File: src/rtl/mips_pkg.sv
// Shared definitions for the HI/LO multiply/divide unit: op encodings,
// FSM states and the default datapath width.
package mips_pkg;

   localparam int DATA_WIDTH_DEFAULT = 32;

   typedef enum logic [3:0] {
      OP_MULT  = 4'd0,
      OP_MULTU = 4'd1,
      OP_MADD  = 4'd2,
      OP_MADDU = 4'd3,
      OP_MSUB  = 4'd4,
      OP_MSUBU = 4'd5,
      OP_DIV   = 4'd6,
      OP_DIVU  = 4'd7,
      OP_MTHI  = 4'd8,
      OP_MTLO  = 4'd9
   } op_e;

   typedef enum logic [1:0] {
      IDLE,
      RUN,
      FINISH
   } state_e;

   function automatic logic op_is_signed(input op_e op);
      return (op == OP_MULT) || (op == OP_MADD) || (op == OP_MSUB) || (op == OP_DIV);
   endfunction

endpackage

File: src/rtl/muldiv_step.sv
// One iteration of the shared shift-add multiplier / restoring divider.
// {hi, lo} holds {acc, multiplier} in multiply mode and {rem, quotient} in divide mode.
module muldiv_step #(
   parameter int DATA_WIDTH = 32
) (
   input  logic                  div_mode,
   input  logic [DATA_WIDTH-1:0] hi_in,
   input  logic [DATA_WIDTH-1:0] lo_in,
   input  logic [DATA_WIDTH-1:0] operand,
   output logic [DATA_WIDTH-1:0] hi_out,
   output logic [DATA_WIDTH-1:0] lo_out
);

   logic [DATA_WIDTH:0] sum;
   logic [DATA_WIDTH:0] shifted;
   logic [DATA_WIDTH:0] trial;

   always_comb begin
      sum     = {1'b0, hi_in} + (lo_in[0] ? {1'b0, operand} : '0);
      shifted = {hi_in, lo_in[DATA_WIDTH-1]};
      trial   = shifted - {1'b0, operand};
      hi_out  = '0;
      lo_out  = '0;
      if (!div_mode) begin
         {hi_out, lo_out} = {sum, lo_in[DATA_WIDTH-1:1]};
      end else if (!trial[DATA_WIDTH]) begin
         // Top bit clear means the trial subtract did not borrow
         hi_out = trial[DATA_WIDTH-1:0];
         lo_out = {lo_in[DATA_WIDTH-2:0], 1'b1};
      end else begin
         hi_out = shifted[DATA_WIDTH-1:0];
         lo_out = {lo_in[DATA_WIDTH-2:0], 1'b0};
      end
   end

endmodule

File: src/rtl/hilo_muldiv_unit.sv
// Iterative multiply/divide unit owning the architectural HI/LO pair,
// issued through a Start/Busy/Done handshake from the EX stage.
module hilo_muldiv_unit
   import mips_pkg::*;
#(
   parameter int DATA_WIDTH = DATA_WIDTH_DEFAULT,
   parameter bit EARLY_ZERO = 1'b1
) (
   input  logic                  Clk,
   input  logic                  Rst,
   input  logic                  Start,
   input  logic [3:0]            Op,
   input  logic [DATA_WIDTH-1:0] A,
   input  logic [DATA_WIDTH-1:0] B,
   input  logic                  Abort,
   output logic                  Busy,
   output logic                  Done,
   output logic                  DivByZero,
   output logic [DATA_WIDTH-1:0] Hi,
   output logic [DATA_WIDTH-1:0] Lo
);

   localparam int CW = $clog2(DATA_WIDTH + 1);
   localparam logic [CW-1:0] LAST = CW'(DATA_WIDTH - 1);

   state_e                  state;
   op_e                     op_q;
   logic [CW-1:0]           cnt;
   logic [DATA_WIDTH-1:0]   work_hi;
   logic [DATA_WIDTH-1:0]   work_lo;
   logic [DATA_WIDTH-1:0]   operand_q;
   logic [2*DATA_WIDTH-1:0] acc_q;
   logic                    neg_res;
   logic                    neg_rem;

   op_e                     op_in;
   logic                    sgn_in;
   logic [DATA_WIDTH-1:0]   abs_a;
   logic [DATA_WIDTH-1:0]   abs_b;
   logic                    zero_fast;
   logic                    div_mode;
   logic [DATA_WIDTH-1:0]   step_hi;
   logic [DATA_WIDTH-1:0]   step_lo;
   logic [2*DATA_WIDTH-1:0] prod;
   logic [2*DATA_WIDTH-1:0] result;

   assign op_in     = op_e'(Op);
   assign sgn_in    = op_is_signed(op_in);
   assign abs_a     = (sgn_in && A[DATA_WIDTH-1]) ? -A : A;
   assign abs_b     = (sgn_in && B[DATA_WIDTH-1]) ? -B : B;
   assign zero_fast = EARLY_ZERO && ((A == '0) || (B == '0));
   assign div_mode  = (op_q == OP_DIV) || (op_q == OP_DIVU);

   muldiv_step #(.DATA_WIDTH(DATA_WIDTH)) u_step (
      .div_mode (div_mode),
      .hi_in    (work_hi),
      .lo_in    (work_lo),
      .operand  (operand_q),
      .hi_out   (step_hi),
      .lo_out   (step_lo)
   );

   // Sign and accumulate fix-up applied on the FINISH edge
   always_comb begin
      prod   = neg_res ? -{work_hi, work_lo} : {work_hi, work_lo};
      result = prod;
      case (op_q)
         OP_MADD, OP_MADDU: result = acc_q + prod;
         OP_MSUB, OP_MSUBU: result = acc_q - prod;
         OP_DIV, OP_DIVU:   result = {(neg_rem ? -work_hi : work_hi),
                                      (neg_res ? -work_lo : work_lo)};
         default:           result = prod;
      endcase
   end

   always_ff @(posedge Clk or posedge Rst) begin
      if (Rst) begin
         state     <= IDLE;
         op_q      <= OP_MULT;
         cnt       <= '0;
         work_hi   <= '0;
         work_lo   <= '0;
         operand_q <= '0;
         acc_q     <= '0;
         neg_res   <= 1'b0;
         neg_rem   <= 1'b0;
         Busy      <= 1'b0;
         Done      <= 1'b0;
         DivByZero <= 1'b0;
         Hi        <= '0;
         Lo        <= '0;
      end else begin
         Done      <= 1'b0;
         DivByZero <= 1'b0;
         if (Abort) begin
            state <= IDLE;
            cnt   <= '0;
            Busy  <= 1'b0;
         end else begin
            case (state)
               IDLE: begin
                  if (Start) begin
                     case (op_in)
                        OP_MTHI: begin
                           Hi   <= A;
                           Done <= 1'b1;
                        end
                        OP_MTLO: begin
                           Lo   <= A;
                           Done <= 1'b1;
                        end
                        OP_MULT, OP_MULTU, OP_MADD, OP_MADDU, OP_MSUB, OP_MSUBU: begin
                           op_q      <= op_in;
                           acc_q     <= {Hi, Lo};
                           work_hi   <= '0;
                           work_lo   <= zero_fast ? '0 : abs_b;
                           operand_q <= abs_a;
                           neg_res   <= sgn_in && (A[DATA_WIDTH-1] ^ B[DATA_WIDTH-1]);
                           neg_rem   <= 1'b0;
                           cnt       <= '0;
                           Busy      <= 1'b1;
                           state     <= zero_fast ? FINISH : RUN;
                        end
                        OP_DIV, OP_DIVU: begin
                           if (B == '0) begin
                              Done      <= 1'b1;
                              DivByZero <= 1'b1;
                           end else begin
                              op_q      <= op_in;
                              acc_q     <= {Hi, Lo};
                              work_hi   <= '0;
                              work_lo   <= abs_a;
                              operand_q <= abs_b;
                              neg_res   <= sgn_in && (A[DATA_WIDTH-1] ^ B[DATA_WIDTH-1]);
                              neg_rem   <= sgn_in && A[DATA_WIDTH-1];
                              cnt       <= '0;
                              Busy      <= 1'b1;
                              state     <= RUN;
                           end
                        end
                        default: ;
                     endcase
                  end
               end
               RUN: begin
                  work_hi <= step_hi;
                  work_lo <= step_lo;
                  if (cnt == LAST) begin
                     cnt   <= '0;
                     state <= FINISH;
                  end else begin
                     cnt <= cnt + 1'b1;
                  end
               end
               FINISH: begin
                  Hi    <= result[2*DATA_WIDTH-1:DATA_WIDTH];
                  Lo    <= result[DATA_WIDTH-1:0];
                  Done  <= 1'b1;
                  Busy  <= 1'b0;
                  state <= IDLE;
               end
               default: state <= IDLE;
            endcase
         end
      end
   end

endmodule
File: config.mk
export PLATFORM = sky130hd
export DESIGN_NAME = hilo_muldiv_unit
export DESIGN_NICKNAME = d
export VERILOG_FILES = /design/src/rtl/mips_pkg.sv /design/src/rtl/muldiv_step.sv /design/src/rtl/hilo_muldiv_unit.sv
export SDC_FILE = /design/constraint.sdc
export NUM_CORES = 1
export LEC_CHECK = 0
export CAP_MARGIN = 10
export CORE_MARGIN = 10
export CORE_UTILIZATION = 43
export CTS_CLUSTER_DIAMETER = 60
export DETAILED_ROUTE_END_ITERATION = 10
export GPL_TIMING_DRIVEN = 1
export HOLD_SLACK_MARGIN = 0.06
export PLACE_DENSITY = 0.6
export SLEW_MARGIN = 25
export SYNTH_ARGS = -nofsm -noshare
export SYNTH_HDL_FRONTEND = slang
export SYNTH_SLANG_ARGS = --single-unit
File: constraint.sdc
create_clock -name Clk -period 23 [get_ports Clk]
set_input_delay 4.6 -clock Clk [delete_from_list [all_inputs] [get_ports Clk]]
set_output_delay 4.6 -clock Clk [all_outputs]
set_load 0.03 [all_outputs]
==> metrics.cfg <==
[critical_path]
required_ns = 23.43
rrSetupSlack_ns = 14.44
critPathLaunchType = input pin
r2r_end = Hi[31]
crit_type = input pin to flop
crit_path_end = acc_q[58]
endpoint_kind = flop
crit_path_max_fanout = 90
startpoint = B[6]
arrival_ns = 9.62
reg2regPathDepth = 24
worstReg2RegStart = work_lo[0]

[global_routing]
grt_pass1_wl_um = 141000
grt_max_degree = 122
antenna_found_initial = 0
grt_pass1_vias = 22588
grt_use_total_pct = 27.3
grt-ovfl-total = 0

[drt]
vias_per_cell = 6.18
firstDrtPassIters = 6
antenna_left = 0
dr_total_vias = 24077
wl_per_cell_um = 24.0
drt_wl_total_um = 93400
drc = 0
drtIter0Drc = 2601

[worst_hold_path]
min_path_type = flop to flop
hold-path-cell-count = 2

[timing]
period_minus_slack_ns = 9.19
fin_crit_sh_pct = 39.9
hold_viol = 0
worst_slew_pin_slew_ns = 1.08
setup_viol = 0
max_freq_mhz = 109
tns_ns = 0
clock_skew_ns = 0.0179
drv_slew = 0
hold_ws_ns = 0.488
rsz0062_at_grt = no
max-slew-margin-rel_pct = 27.7

[finish]
n_fill_cell = 5452
stdcell_count = 3895
drive_gt1_share_pct = 6.81
nNetsFinal = 3323
area_growth_pct = 13.2
layout_common_cells = nand2_1 (348), o21ai_0 (290), nor2_1 (269)
final_util_pct = 49.1
layout_commonest_cell = nand2_1

[placement]
hpwlAfterDp_um = 71100
portBuffers = 138
dp.cells = 3822
routabilityCongestion = 0.966

[synthesis]
yosysWarnings = 0
synth_fa_ha_area_share_pct = 7.22
synthXorXnorAreaFrac_pct = 11.9
synth_top_family_by_area = compound AO/OA/AOI/OAI gates
yosysSeqAreaShare_pct = 25.1
syn-num-nets = 3321
syn_inst = 3113
synth_mux_area_share_pct = 4.71
ys.flop_type = dfrtp_1
synth_compound_area_share_pct = 25.9
async_reset_ff_share_pct = 100
ys_seq_elements = 240
synth_area_per_cell_um2 = 7.68
synth-simple-area-share_pct = 20.1
synth_edf_count = 0
synth_cell_types = 84
syn_area_mm2 = 0.0239

[clocking]
cts_tree = done
cts.sinks = 240
numCtsBuffers = 38
clkTransAtPathRegs_ns = 0.06
cts_hold_buf = 0
cts-root-buf = clkbuf_16
post_cts_buffers = 0
clock_latency_ns = 0.56
htreeDepth = 2
cts_resized = 0
cts_max_path_buffers = 3

[die]
start_util_pct = 43.4
die-area_mm2 = 0.0654
fp.dieH_um = 256
die_w_um = 256
fp.coreArea_mm2 = 0.0551
rows = 86
io_pins = 139

[power]
total_power_uw = 4060
power.leakage_uw = 0.0114
peakVddDrop_v = 0.0000763
power_density_mw_per_mm2 = 150

[run_status]
status = complete, no violations

[flow_run]
cap_violations = 0

-- worst max-delay path, cell delays in order --
cell             delay [ns]
clkdlybuf4s50_1        0.48
or4_1                  0.58
nor3_1                 0.44
nand2_1                0.32
or4_1                  0.48
nor4_1                 0.38
nor3b_1                0.25
nand2_4                0.10
buf_4                  0.76
buf_4                  0.71
mux2_2                 0.41
-- logic make-up after synthesis --
family | Yosys count
adders and majority gates | 136
DFF | 240
and+or+nand+nor | 1020
muxes | 104
xor gates and xnor gates | 323
buffers and inverters | 312
AOI/OAI and AO/OA | 978
-- stage by stage --
step           area (um^2)  worst slack (ns)
2_1_floorplan        23900             11.81
3_3_place_gp         25800             13.41
3_5_place_dp         25800             13.33
4_1_cts              27000             13.89
5_1_grt              27000             13.55
6_report             27000             13.81
-- cell usage after synthesis (all sizes together) (26+ instances only) --
cell / number / area share, %
mux2: 68 / 3.2
inv: 100 / 1.6
nand4: 31 / 0.81
o21bai: 26 / 0.82
a211oi: 52 / 1.7
mux2i: 36 / 1.5
o21ai: 298 / 6.2
xor2: 167 / 6.2
nand2: 350 / 5.5
nor3: 66 / 1.4
xnor2: 156 / 5.7
a31oi: 32 / 0.84
nand3: 88 / 1.8
dfrtp: 240 / 25
nor4: 27 / 0.76
or3: 35 / 0.92
a21o: 65 / 2.0
nor2: 271 / 4.3
ha: 133 / 7.0
clkbuf: 189 / 3.0
a21oi: 236 / 4.9
or4: 28 / 0.91
o31ai: 66 / 2.1
-- how the worst min path moves through the flow --
stage             startpoint             to  slack [ns]
5_1_grt        operand_q[19]  operand_q[19]        0.52
3_3_place_gp   operand_q[20]  operand_q[20]        0.47
3_5_place_dp   operand_q[20]  operand_q[20]        0.47
2_1_floorplan  operand_q[10]  operand_q[10]        0.45
6_report       operand_q[20]  operand_q[20]        0.49
4_1_cts        operand_q[20]  operand_q[20]        0.48
-- flip-flops by register name, summed over array words and instances, names as in the netlist --
register   cells
operand_q     32
op_q           3
Done           1
Hi            32
state          2
DivByZero      1
cnt            6
acc_q         64
Lo            32
Busy           1
neg_res        1
neg_rem        1
work_lo       32
work_hi       32
-- layout make-up --
cell class | count | area (um^2) | area share (%)
Antenna cell | 4 | 10.0 | 0.0370
Clock inverter | 19 | 180 | 0.666
Timing Repair Buffer | 173 | 1670 | 6.17
Clock buffer | 49 | 1050 | 3.90
Multi-Input combinational cell | 2561 | 16800 | 62.1
Sequential cell | 240 | 6010 | 22.2
Tap cell | 748 | 936 | 3.46
Inverter | 101 | 387 | 1.43
-- routing by layer --
layer  routed length (um)  share of wire, %  vias to the layer above  global-route usage (%)
met5                    0                 0                        -                       0
met3                 8160               8.7                      152                    5.24
met2                39500                42                     1039                    40.2
li1                     -                 -                    11276                       -
met1                41600                45                    11610                    37.9
met4                 4130               4.4                        0                    12.4
-- where the power goes --
group | internal (uW) | total, uW | switching (uW)
clock network | 348 | 577 | 229
logic | 1040 | 2670 | 1630
registers | 574 | 812 | 238
No activity file was read; power rests on OpenSTA's default activity.
